### src/rtl/ai_move_engine.sv
// ai_move_engine: bot-side move sequencer for the game FSM's bot handshake.
//
// A request (ai_confirm in idle) snapshots the board. The snapshot is then scanned one line or
// one cell per cycle: winning lines, then blocking lines, then the positional preference list.
// The chosen cell is returned on ai_tick with a one-cycle ai_ack.
//
// Configuration macro: AI_BLOCK_EN
//   defined   - the block scan runs between the win scan and the preference scan
//   undefined - the win scan goes straight to the preference scan
//
// Parameters:
//   THINK_DELAY    extra idle cycles between selection and ai_ack (0..65535)
//
// Ports:
//   clk            system clock
//   rst            synchronous, active-high reset
//   ai_confirm     move request pulse, sampled only in idle
//   cell_position  board, cell i at [2i+1:2i]; 00 empty, 01 player, 10 bot, 11 occupied
//   ai_tick        chosen cell 0..8, 4'hF = no move; held until the next decision
//   ai_ack         one-cycle pulse, ai_tick valid
//   busy           high from request acceptance through the ai_ack cycle
module ai_move_engine #(
  parameter int unsigned THINK_DELAY = 0
) (
  input  logic        clk,
  input  logic        rst,
  input  logic        ai_confirm,
  input  logic [17:0] cell_position,
  output logic [3:0]  ai_tick,
  output logic        ai_ack,
  output logic        busy
);

  typedef enum logic [2:0] {
    StIdle,
    StScanWin,
    StScanBlock,
    StScanPref,
    StThink,
    StResp
  } state_e;

  localparam logic [15:0] Delay = 16'(THINK_DELAY);
  // With no think delay the scan hands over straight to the response cycle.
  localparam state_e DoneSt = (THINK_DELAY == 0) ? StResp : StThink;

  state_e      state_q, state_d;
  logic [17:0] snap_q, snap_d;
  logic [3:0]  idx_q, idx_d;
  logic [15:0] dly_q, dly_d;
  logic [3:0]  tick_q, tick_d;

  logic [4:0]  win_hit;
  logic [3:0]  pref_c;
`ifdef AI_BLOCK_EN
  logic [4:0]  blk_hit;
`endif

  function automatic logic [1:0] cell_at(input logic [17:0] b, input logic [3:0] i);
    return b[{i, 1'b0} +: 2];
  endfunction

  // Three cell indices of line k, packed {a, b, c}.
  function automatic logic [11:0] line_cells(input logic [3:0] k);
    logic [11:0] r;
    case (k)
      4'd0:    r = {4'd0, 4'd1, 4'd2};
      4'd1:    r = {4'd3, 4'd4, 4'd5};
      4'd2:    r = {4'd6, 4'd7, 4'd8};
      4'd3:    r = {4'd0, 4'd3, 4'd6};
      4'd4:    r = {4'd1, 4'd4, 4'd7};
      4'd5:    r = {4'd2, 4'd5, 4'd8};
      4'd6:    r = {4'd0, 4'd4, 4'd8};
      default: r = {4'd2, 4'd4, 4'd6};
    endcase
    return r;
  endfunction

  function automatic logic [3:0] pref_cell(input logic [3:0] p);
    logic [3:0] r;
    case (p)
      4'd0:    r = 4'd4;
      4'd1:    r = 4'd0;
      4'd2:    r = 4'd2;
      4'd3:    r = 4'd6;
      4'd4:    r = 4'd8;
      4'd5:    r = 4'd1;
      4'd6:    r = 4'd3;
      4'd7:    r = 4'd5;
      default: r = 4'd7;
    endcase
    return r;
  endfunction

  // {hit, empty cell}: exactly two cells carry mark and the third is empty. A cell of 11 never
  // matches either mark or empty, so such a line cannot hit.
  function automatic logic [4:0] line_hit(input logic [17:0] b, input logic [3:0] k,
                                          input logic [1:0] mark);
    logic [11:0] ln;
    logic [1:0]  va, vb, vc;
    logic [4:0]  r;
    ln = line_cells(k);
    va = cell_at(b, ln[11:8]);
    vb = cell_at(b, ln[7:4]);
    vc = cell_at(b, ln[3:0]);
    if (va == 2'b00 && vb == mark && vc == mark) begin
      r = {1'b1, ln[11:8]};
    end else if (va == mark && vb == 2'b00 && vc == mark) begin
      r = {1'b1, ln[7:4]};
    end else if (va == mark && vb == mark && vc == 2'b00) begin
      r = {1'b1, ln[3:0]};
    end else begin
      r = {1'b0, 4'hF};
    end
    return r;
  endfunction

  always_ff @(posedge clk) begin
    if (rst) begin
      state_q <= StIdle;
      snap_q  <= '0;
      idx_q   <= '0;
      dly_q   <= '0;
      tick_q  <= 4'hF;
    end else begin
      state_q <= state_d;
      snap_q  <= snap_d;
      idx_q   <= idx_d;
      dly_q   <= dly_d;
      tick_q  <= tick_d;
    end
  end

  always_comb begin
    state_d = state_q;
    snap_d  = snap_q;
    idx_d   = idx_q;
    dly_d   = dly_q;
    tick_d  = tick_q;
    win_hit = line_hit(snap_q, idx_q, 2'b10);
`ifdef AI_BLOCK_EN
    blk_hit = line_hit(snap_q, idx_q, 2'b01);
`endif
    pref_c  = pref_cell(idx_q);

    unique case (state_q)
      StIdle: begin
        if (ai_confirm) begin
          snap_d  = cell_position;
          idx_d   = '0;
          dly_d   = '0;
          state_d = StScanWin;
        end
      end
      StScanWin: begin
        if (win_hit[4]) begin
          tick_d  = win_hit[3:0];
          idx_d   = '0;
          state_d = DoneSt;
        end else if (idx_q == 4'd7) begin
          idx_d   = '0;
`ifdef AI_BLOCK_EN
          state_d = StScanBlock;
`else
          state_d = StScanPref;
`endif
        end else begin
          idx_d = idx_q + 4'd1;
        end
      end
`ifdef AI_BLOCK_EN
      StScanBlock: begin
        if (blk_hit[4]) begin
          tick_d  = blk_hit[3:0];
          idx_d   = '0;
          state_d = DoneSt;
        end else if (idx_q == 4'd7) begin
          idx_d   = '0;
          state_d = StScanPref;
        end else begin
          idx_d = idx_q + 4'd1;
        end
      end
`endif
      StScanPref: begin
        if (cell_at(snap_q, pref_c) == 2'b00) begin
          tick_d  = pref_c;
          idx_d   = '0;
          state_d = DoneSt;
        end else if (idx_q == 4'd8) begin
          tick_d  = 4'hF;
          idx_d   = '0;
          state_d = DoneSt;
        end else begin
          idx_d = idx_q + 4'd1;
        end
      end
      StThink: begin
        // Count saturates at Delay; leaving after Delay cycles spent in this state.
        if (dly_q < Delay) begin
          dly_d = dly_q + 16'd1;
        end
        if (dly_q + 16'd1 >= Delay) begin
          state_d = StResp;
        end
      end
      StResp: begin
        dly_d   = '0;
        state_d = StIdle;
      end
      default: begin
        state_d = StIdle;
      end
    endcase
  end

  assign ai_tick = tick_q;
  assign ai_ack  = (state_q == StResp);
  assign busy    = (state_q != StIdle);

endmodule
### config.mk
export PLATFORM = sky130hd
export DESIGN_NAME = ai_move_engine
export DESIGN_NICKNAME = d
export VERILOG_FILES = /design/src/rtl/ai_move_engine.sv
export SDC_FILE = /design/constraint.sdc
export NUM_CORES = 1
export LEC_CHECK = 0
export CORE_MARGIN = 2
export CORE_UTILIZATION = 56
export DETAILED_ROUTE_END_ITERATION = 6
export HOLD_SLACK_MARGIN = 0.08
export PLACE_DENSITY_LB_ADDON = 0.1
export SLEW_MARGIN = 20
export SYNTH_ARGS = -nofsm -noshare
export SYNTH_HDL_FRONTEND = slang
export SYNTH_SLANG_ARGS = --single-unit
### constraint.sdc
create_clock -name clk -period 8.9 [get_ports clk]
set_clock_uncertainty 0.2 [all_clocks]
set_input_delay 1.78 -clock clk [delete_from_list [all_inputs] [get_ports clk]]
set_output_delay 1.78 -clock clk [all_outputs]
set_load 0.02 [all_outputs]
* After elaboration in Yosys (flattened, before gate mapping)
Memory sizes are Yosys's and may differ from the RTL's. A register that Yosys moved wholly into a read port is not among the register bits.
Index checks and enable logic that the tools add are counted.
** Storage, ports and cells
- Output and inout bits :: 6
- Memories :: 1
- Register bits :: 45
- Word-level logic and storage cells :: 83
- Input bits :: 21
- Memory bits (read-only) :: 32
** Cells by class
- Shifts and indexed selects :: 4
- Add/subtract/negate cells :: 2
- Eq/ne operators :: 21
- Multiplexer cells :: 27
- Order comparisons :: 2
- Reduce and logical (&&, ||, !) cells :: 21
** Memory list
- (no name shown) :: depth 8, width 4, rd ports 1, clocked after memory_dff 1, write ports 0, RTL line 81 : case (p)
** Operators by type and width (number)
- $pmux 11 s7 :: 1
- $shiftx 18x6->2 :: 4
- $pmux 16 s3 :: 1
- $mux 4 :: 9
- $mux 16 :: 2
- $mux 3 :: 8
- $add 16x1->16 const B :: 1
- $eq 4x3->1 const B :: 4
- $ge 16x1->1 const B :: 1
- $lt 16x1->1 const B :: 1
- $mux 5 :: 3
- $pmux 3 s4 :: 1
- $pmux 4 s3 :: 1
- $reduce_bool 3->1 :: 3
- $eq 4x2->1 const B :: 2
- $logic_not 2->1 :: 4
- $ne 2x2->1 const B :: 4
- $pmux 4 s2 :: 1
- $eq 2x2->1 const B :: 3
- $eq 3x3->1 const B :: 2
- $logic_and 1x1->1 :: 6
- $ne 3x3->1 const B :: 2
- $reduce_and 3->1 :: 2
- $add 4x1->4 const B :: 1
- other kinds (9) :: 10

* Longest topological paths before layout
- Depth after elaboration :: 13
- Mapped depth :: 15
- Gate-level depth less buffers :: 13

* Least setup slack after synthesis
OpenSTA, ideal clock, no wires.
- Path type :: input -> register
- Start point :: input ai_confirm
- End point :: register (tool-made name)
- Setup slack :: 5.406 ns
- Data arrival time :: 3.222 ns
- Buffers on the path :: 1
- Library setup time :: 0.072 ns
- Data required time :: 8.628 ns
- Stages on the path :: 7
- Path through :: and2_1 -> clkbuf_1 -> nor2_1 -> a21oi_1 -> a211oi_1 -> ha_1 -> mux2i_1
** RTL lines
- start, declared :: RTL line 27 : input logic ai_confirm,

==> impl_metrics.ini <==
[power]
powerDensity_nw_per_um2 = 167
finalPower_w = 0.000450
vdd_ir_drop_max_v = 0.000101
p_comb_frac = 0.381
swShare = 0.369
seqPwrFrac = 0.377
switchingPower_w = 0.000166
p_leak_nw = 0.972
pwr-share-clk = 0.243
intPower_w = 0.000284

[worst_setup_path]
r2r_start = idx_q[0]$_SDFFE_PP0N_
worst_setup_path_end_kind = flop
start_kind = primary input
path_cells = clkdlybuf4s50_1 > and2_1 > nor2_1 > a21oi_1 > a211oi_1 > ha_1 > mux2_1
crit_start = ai_confirm
criticalPathCategory = in2reg
cp_slowest_cell = and2_1
path_max_fanout = 19
reg2reg_slack_ns = 4.92
crit_arrival_ns = 4.06
required_ns = 8.87
max_stage_delay_ns = 0.59

[run]
cap_viol_max_count = 0

[yosys]
synth_edf_count = 0
synth_area_leader_cell = dfxtp_1
syn_avg_cell_area_sq_um = 7.74
synth_top_family_by_area = compound AO/OA/AOI/OAI gates
synth_mux_area_frac = 0.0594
synthArstFlopShare = 0
yosys.area.top_type_share = 0.275
syn_nets = 338
synth_xor_area_frac = 0.00365
synth_area_sq_um = 2400
synth_area_leaders = dfxtp_1, nand2_1, a21oi_1
ys.flop_type = dfxtp_1
yosysSeqAreaShare = 0.275
synth-adder-area-share = 0.0365
synth.distinct_cells = 68
yosysWarnings = 0
synth_compound_area_frac = 0.306
synth-simple-area-share = 0.263
ys_seq_elements = 33
syn_inst = 310

[place]
dpl-instance-area_sq_um = 2630
portBuffers = 26
gp_congestion = 0.978
dpl.hpwl_microns = 4710
pre_cts_ws_ns = 4.43

[hold_path]
hp-class = reg2reg
hp-start = snap_q[2]$_SDFFE_PP0P_

[die]
die_h_microns = 69.5
rows = 23
start_util = 0.591
ioPinCount = 27
die_w_microns = 69.5
dieArea_sq_um = 4820
coreArea_sq_um = 4060

[timing]
rsz0062_at_grt = no
hold_violations = 0
slew_headroom = 0.422
worstMarginPinSlew_ns = 0.865
fmax_mhz = 244
setup_viol = 0
drv_slew = 0
layout_min_cycle_time_ns = 4.10
setup_ws_ns = 4.80
fin_setup_tns_ns = 0
post-route-period-util = 0.460

[cells_and_area]
antennaDiodeCount = 0
drive_gt1_frac = 0.0892
mostFrequentLayoutCells = nand2_1, dfxtp_1, a21oi_1
mostFrequentLayoutCell = nand2_1
fin_area_sq_um = 2700
fin_nets = 352
syn_to_final_growth_pct = 12.5

[grt]
overflow = 0
grt_pass1_vias = 2252
grt_max_degree = 31
grtUsageTotal = 0.265
antenna_found_initial = 0
grt_pass1_wl_microns = 10400

[clocking]
cts_buffers = 5
h-tree-depth = 2
clkLatencyLatePin_ns = 0.28
clock_path_buffers = 2
cts_root_buf = clkbuf_8
ctsResizeCount = 0
cts_sinks = 33
clk_pin_slew_ns = 0.07
post_cts_buffers = 0
cts_tree = built
holdBufCountCts = 0

[route]
vias = 2450
finalWirelength_microns = 6330
final_antenna_net_count = 0
viasPerCell = 6.53
drc = 0
drt_iter0_drc = 146
wl_per_cell_microns = 16.9
dr.pass1.iters = 5

[status]
status = finished, final reports clean
[final timing paths]
path | cells past startpoint | to
max reg2reg | 11 | flop
min reg2reg | 2 | snap_q[2]$_SDFFE_PP0P_
max | 7 | flop
min | 2 | snap_q[2]$_SDFFE_PP0P_
[area by class of cell]
type	instances	area, sq um
clock buffer	8	80.1
fill	385	1360
inverter	10	37.5
multi-input combinational	248	1600
sequential	33	661
tap	50	62.6
timing repair buffer	26	255
[through the flow]
stage,hold slack [ns],util,instances
2_1_floorplan,0.247,-,310
3_3_place_gp,0.273,0.647,367
3_5_place_dp,0.281,0.647,367
4_1_cts,0.291,0.667,375
5_1_grt,0.309,0.665,375
6_report,0.292,0.665,375
[per-layer routing]
metal / track usage / wire length [microns] / share of wire
met4: 0.0893 / 109 / 0.017
met2: 0.426 / 2930 / 0.46
met5: 0 / 0 / 0
met1: 0.356 / 2790 / 0.44
met3: 0.0494 / 495 / 0.078
[power by group through the flow]
stage | Sequential, W | Clock, W | Combinational, W
final | 0.000169 | 0.000109 | 0.000171
after global routing | 0.000170 | 0.000116 | 0.000187
after floorplan | 0.000169 | 0 | 0.000134
after CTS | 0.000169 | 0.000111 | 0.000170
after detailed placement | 0.000173 | 0 | 0.000169
after global placement | 0.000172 | 0 | 0.000166
[cells in the mapped netlist, drive strengths merged, types with 3 or more instances]
library cell and n:
or3 3, and2 4, inv 10, a31oi 5, ha 7, a211oi 10, or2 4, o211ai 4
nor2 19, mux2 4, o21ai 19, a221o 3, nand2b 3, buf 7, or4 4, nor3 9
nor4 4, mux2i 3, mux4 3, nand3 9, a21oi 31, nor3b 3, clkbuf 12, dfxtp 33
nor2b 3, o21a 3, and3 3, nand2 56
[cell families after synthesis]
kind of cell / Yosys count
adders and majority gates: 7
and+or+nand+nor: 129
AOI/OAI and AO/OA: 101
buffers and inverters: 29
muxes: 10
DFF: 33
xor gates and xnor gates: 1
[worst max-delay path: cells and delay by family]
| family | cells | cell delay, ns |
|---|---|---|
| simple gates | 2 | 0.81 |
| buf+inv | 1 | 0.49 |
| compound gates | 2 | 0.46 |
| mux | 1 | 0.29 |
| fa+ha+maj | 1 | 0.22 |
No activity file was read; power rests on OpenSTA's default activity.
